$ cat config.mk
export PLATFORM = sky130hd
export DESIGN_NAME = interrupt_arbiter
export DESIGN_NICKNAME = d
export VERILOG_FILES = /design/src/rtl/interrupt_arbiter.sv
export SDC_FILE = /design/constraint.sdc
export NUM_CORES = 1
export LEC_CHECK = 0
export CAP_MARGIN = 20
export CORE_AREA = 5 5 42 44
export CTS_CLUSTER_DIAMETER = 50
export CTS_CLUSTER_SIZE = 16
export DETAILED_ROUTE_END_ITERATION = 8
export DIE_AREA = 0 0 47 49
export DONT_BUFFER_PORTS = 1
export PLACE_DENSITY_LB_ADDON = 0.2
export RECOVER_POWER = 25
export SLEW_MARGIN = 20
export SYNTH_ARGS = -nofsm -noshare
export SYNTH_HDL_FRONTEND = slang
export SYNTH_SLANG_ARGS = --single-unit
$ cat constraint.sdc
create_clock -name clk -period 2.4 [get_ports clk]
set_input_delay 0.36 -clock clk [delete_from_list [all_inputs] [get_ports clk]]
set_output_delay 0.36 -clock clk [all_outputs]
set_load 0.02 [all_outputs]
$ cat src/rtl/interrupt_arbiter.sv
// Interrupt arbiter for the multicycle MIPS core.
// Arbitrates one edge-triggered NMI and N_IRQ level-triggered maskable lines
// and steers the controller into and out of interrupt service at instruction
// boundaries. Optional macro NESTED_NMI_EN lets an NMI preempt a maskable
// handler once, with the preempted vector kept in a shadow register.
module interrupt_arbiter #(
   parameter int N_IRQ = 4,
   parameter int VEC_W = 3
) (
   input  logic             clk,
   input  logic             rst_n,
   input  logic             nmi,
   input  logic [N_IRQ-1:0] irq,
   input  logic             int_dis,
   input  logic             instr_boundary,
   input  logic             eret,
   output logic             take_int,
   output logic             int_ack,
   output logic [VEC_W-1:0] int_vec,
   output logic             in_service,
   output logic             nmi_active
);

   typedef enum logic [1:0] {
      IDLE    = 2'd0,
      ACK     = 2'd1,
      SERVICE = 2'd2
   } stateT;

   stateT            state;
   stateT            nextState;
   logic             nmiPrev;
   logic             nmiPending;
   logic             nmiEdge;
   logic [VEC_W-1:0] intVecReg;
   logic             nmiActiveReg;
   logic [VEC_W-1:0] winnerVec;
   logic             winnerIsNmi;
   logic             anyIrq;
   logic             anyEligible;
   logic             takeNew;
   logic             nestNmi;
   logic             nestedReg;
`ifdef NESTED_NMI_EN
   logic [VEC_W-1:0] shadowVec;
`endif

   assign nmiEdge = nmi & ~nmiPrev;

   // Priority pick: NMI first, then the lowest-numbered unmasked irq line
   always_comb begin
      winnerVec = '0;
      anyIrq    = 1'b0;
      for (int i = N_IRQ - 1; i >= 0; i--) begin
         if (irq[i] && !int_dis) begin
            winnerVec = VEC_W'(i + 1);
            anyIrq    = 1'b1;
         end
      end
      winnerIsNmi = nmiPending;
      if (nmiPending) begin
         winnerVec = '0;
      end
      anyEligible = nmiPending | anyIrq;
   end

   // Decide when a fresh interrupt or a nested NMI is taken this cycle
   always_comb begin
      takeNew = (state == IDLE) && instr_boundary && anyEligible;
`ifdef NESTED_NMI_EN
      nestNmi = (state == SERVICE) && !nmiActiveReg && nmiPending &&
                instr_boundary && !eret;
`else
      nestNmi = 1'b0;
`endif
   end

   // State register
   always_ff @(posedge clk or negedge rst_n) begin
      if (!rst_n) begin
         state <= IDLE;
      end else begin
         state <= nextState;
      end
   end

   // Next-state logic; eret out of a nested NMI returns to the outer handler
   always_comb begin
      nextState = state;
      case (state)
         IDLE:    nextState = takeNew ? ACK : IDLE;
         ACK:     nextState = SERVICE;
         SERVICE: begin
            if (eret) begin
               nextState = nestedReg ? SERVICE : IDLE;
            end else if (nestNmi) begin
               nextState = ACK;
            end
         end
         default: nextState = IDLE;
      endcase
   end

   // Output decode; a nested acknowledge still counts as handler active
   always_comb begin
      take_int   = (state == ACK);
      int_ack    = (state == ACK);
      in_service = (state == SERVICE) || ((state == ACK) && nestedReg);
      int_vec    = intVecReg;
      nmi_active = nmiActiveReg;
   end

   // NMI edge capture, vector/NMI-flag bookkeeping and the nesting shadow
   always_ff @(posedge clk or negedge rst_n) begin
      if (!rst_n) begin
         nmiPrev      <= 1'b0;
         nmiPending   <= 1'b0;
         intVecReg    <= '0;
         nmiActiveReg <= 1'b0;
         nestedReg    <= 1'b0;
`ifdef NESTED_NMI_EN
         shadowVec    <= '0;
`endif
      end else begin
         nmiPrev <= nmi;
         if (nmiEdge) begin
            nmiPending <= 1'b1;
         end else if ((state == ACK) && nmiActiveReg) begin
            nmiPending <= 1'b0;
         end
         if (takeNew) begin
            intVecReg    <= winnerVec;
            nmiActiveReg <= winnerIsNmi;
         end else if (nestNmi) begin
`ifdef NESTED_NMI_EN
            shadowVec    <= intVecReg;
`endif
            intVecReg    <= '0;
            nmiActiveReg <= 1'b1;
            nestedReg    <= 1'b1;
         end else if ((state == SERVICE) && eret) begin
            if (nestedReg) begin
`ifdef NESTED_NMI_EN
               intVecReg <= shadowVec;
`endif
               nmiActiveReg <= 1'b0;
               nestedReg    <= 1'b0;
            end else begin
               intVecReg    <= '0;
               nmiActiveReg <= 1'b0;
            end
         end
      end
   end

endmodule
==> flow_metrics.tcl <==
set metrics [dict create \
    grt_pass1_vias 297 \
    final_cell_mix "sky130_fd_sc_hd__dfrtp_1, sky130_fd_sc_hd__nand2_1, sky130_fd_sc_hd__inv_1" \
    cts_setup_buffers 0 \
    dp.cells 52 \
    die-area_sq_mm 0.00230 \
    yosys.area.top_type_share 0.526 \
    critPathKind "flip-flop to flip-flop" \
    syn-instance-count 36 \
    final_cells 56 \
    worstPathRequired_ns 2.53 \
    setup.worst_path.start_class "flip-flop" \
    final_layout_size_suffix_gt1_frac 0.150 \
    grt_first_pass_wirelength_um 1390 \
    setup-violations-final 0 \
    worst_hold_margin_ns 0.134 \
    finalClockSkew_ns 0.00232 \
    die_height_um 49 \
    ys_warn_count 0 \
    period_minus_slack_ns 1.47 \
    post-synth-top-area-cell "sky130_fd_sc_hd__dfrtp_1" \
    yosysSeqAreaShare 0.526 \
    synth_area_sq_um 380 \
    drtAntennaViolNets 0 \
    post_synth_main_area_contributors "sky130_fd_sc_hd__dfrtp_1, sky130_fd_sc_hd__nand2_1, sky130_fd_sc_hd__mux2i_1, sky130_fd_sc_hd__o221a_4, sky130_fd_sc_hd__inv_1" \
    core-area_sq_mm 0.00140 \
    global_router_s_overall_resource_usage 0.0837 \
    cts_tree "done" \
    crit_path_max_incr_delay_ns 0.55 \
    clkTransAtPathRegs_ns 0.06 \
    cts_resized 0 \
    cts.path.max_buffers 2 \
    numCtsBuffers 3 \
    filler_cell_count 154 \
    syn_avg_cell_area_sq_um 10.6 \
    path_buf_inv 0 \
    fin_nets 52 \
    clock_insertion_delay_worst_skew_ns 0.25 \
    hp-class "input port to flip-flop" \
    cpLargestDelayFamily "simple AND/OR/NAND/NOR gates" \
    area.growth.synth_to_final_pct 13.8 \
    max-cap-violations 0 \
    yosys.cell_types.count 16 \
    final_common_cell "sky130_fd_sc_hd__dfrtp_1" \
    grt_antenna_before_repair 0 \
    seq_area_sq_um 200 \
    dieWidth_um 47 \
    num_vias 286 \
    drv_slew 0 \
    worst_slew_margin_rel 0.687 \
    design_area_sq_um 433 \
    post_route_fraction_of_the_period_consumed_by_the_critical_path 0.612 \
    power.density_cell_area_mw_per_mm2 1100 \
    finalWeightedCongestion 0.734 \
    violation_count_after_the_first_detailed_route_iteration 1 \
    synthesis.nets 46 \
    critical_path_peak_fanout 5 \
    gr-total-overflow 0 \
    initial_util 0.271 \
    drt_pre_antenna_iters 4 \
    core.rowCount 14 \
    detailed_place_hpwl_um 676 \
    timing_hold_violations_final 0 \
    route.detailed.vias_per_inst 5.11 \
    path_cells "or4_4 > o221a_4 > mux2i_1" \
    leakage_nw 0.208 \
    ys_ff_latch 8 \
    detailed_route_drc_error_count 0 \
    setup_tns_ns 0 \
    routed_wl_um 844 \
    wire_per_inst_um 15.1 \
    n_antenna_cell 0 \
    clk_root_buffer_cell "sky130_fd_sc_hd__clkbuf_4" \
    cts.sink_count 8 \
    pin_count 17 \
    crit_slowest_cell "sky130_fd_sc_hd__or4_4" \
    finalPower_uw 478 \
    multi_input_comb_area_sq_um 158 \
    critPathArrivalTime_ns 1.60 \
    unrepaired_setup_endpoints_after_global_routing "false" \
    outcome "finished clean" \
    maxClockFrequency_mhz 680 \
    cts_max_level 1 \
    worst_slew_pin_slew_ns 0.468 \
    portBuffers 0 \
    irDropWorstVdd_uv 341 \
    worstSetupEndpointType "flip-flop" \
    pin_count_of_the_biggest_net_entering_global_routing 9 \
    placedInstanceArea_sq_um 400 \
]
==> routing by layer <==
layer / track usage / part of all wire / up-vias / wire length, um
met2: 0.118 / 0.52 / 9 / 435
met3: 0.0258 / 0.085 / 2 / 72
met1: 0.106 / 0.39 / 144 / 333
met5: 0 / 0 / - / 0
li1: - / - / 131 / -
met4: 0.0553 / 0.0047 / 0 / 4
==> worst reg2reg max path, delay by kind of cell (launching register included) <==
family | cells | cell delay (ns)
AOI/OAI and AO/OA | 1 | 0.26
DFF | 1 | 0.43
muxes | 1 | 0.12
and+or+nand+nor | 1 | 0.55
==> path summary, 6_finish.rpt <==
path / start / endpoint / slack (ns) / cells past startpoint
max in group asynchronous: rst_n / int_vec[1] / 1.67 / 1
max: nmiPending / int_vec[0] / 0.93 / 3
min reg2reg: nmiPrev / nmiPending / 0.56 / 2
max reg2reg: nmiPending / int_vec[0] / 0.93 / 3
min in group asynchronous: rst_n / state[0] / 0.46 / 1
min: nmi / nmiPrev / 0.13 / 0
==> what timing repair did <==
action,4_1_cts,5_1_grt
endpoints found under the setup margin,0,0
hold buffers,1,0
hold endpoints to repair,8,0
==> power breakdown <==
part / internal, mW / switching (mW)
sequential: 0.173 / 0.0579
clock: 0.0572 / 0.0456
combinational: 0.0633 / 0.0807
total: 0.294 / 0.184
==> per-stage QoR <==
| stage | util | setup WS, ns |
|---|---|---|
| 6_report | 0.309 | 0.930 |
| 3_5_place_dp | 0.286 | 0.935 |
| 2_1_floorplan | - | 0.983 |
| 4_1_cts | 0.309 | 0.928 |
| 3_3_place_gp | 0.286 | 0.951 |
| 5_1_grt | 0.309 | 0.880 |
==> cell families (layout without fill, tap and decap cells) <==
kind of cell,after synthesis,in the layout,share of synthesized area
simple gates,15,15,0.220
compound gates,6,6,0.141
flops,8,8,0.526
mux,2,2,0.0526
buf+inv,5,9,0.0592
==> state kept, by name, summed over array words and instances (netlist names) <==
name        count
int_vec         3
nmiPending      1
nmiPrev         1
nmi_active      1
state           2
==> synth_stat cells <==
master	number
sky130_fd_sc_hd__a21o_1	1
sky130_fd_sc_hd__a22o_1	1
sky130_fd_sc_hd__and2b_1	1
sky130_fd_sc_hd__buf_4	1
sky130_fd_sc_hd__dfrtp_1	8
sky130_fd_sc_hd__inv_1	4
sky130_fd_sc_hd__mux2i_1	2
sky130_fd_sc_hd__nand2_1	6
sky130_fd_sc_hd__nand3b_1	2
sky130_fd_sc_hd__nor2_1	2
sky130_fd_sc_hd__nor2b_1	2
sky130_fd_sc_hd__nor3b_1	1
sky130_fd_sc_hd__o21ai_0	1
sky130_fd_sc_hd__o221a_4	1
sky130_fd_sc_hd__o22ai_1	2
sky130_fd_sc_hd__or4_4	1
==> final cells by class <==
class / count / share of cell area
repair buffers: 2 / 0.0405
inverters: 4 / 0.0347
multi-input cells: 23 / 0.364
flip-flops and latches: 8 / 0.462
clock buffers: 3 / 0.0520
well taps: 16 / 0.0462
Power figures use the tool's default switching activity.
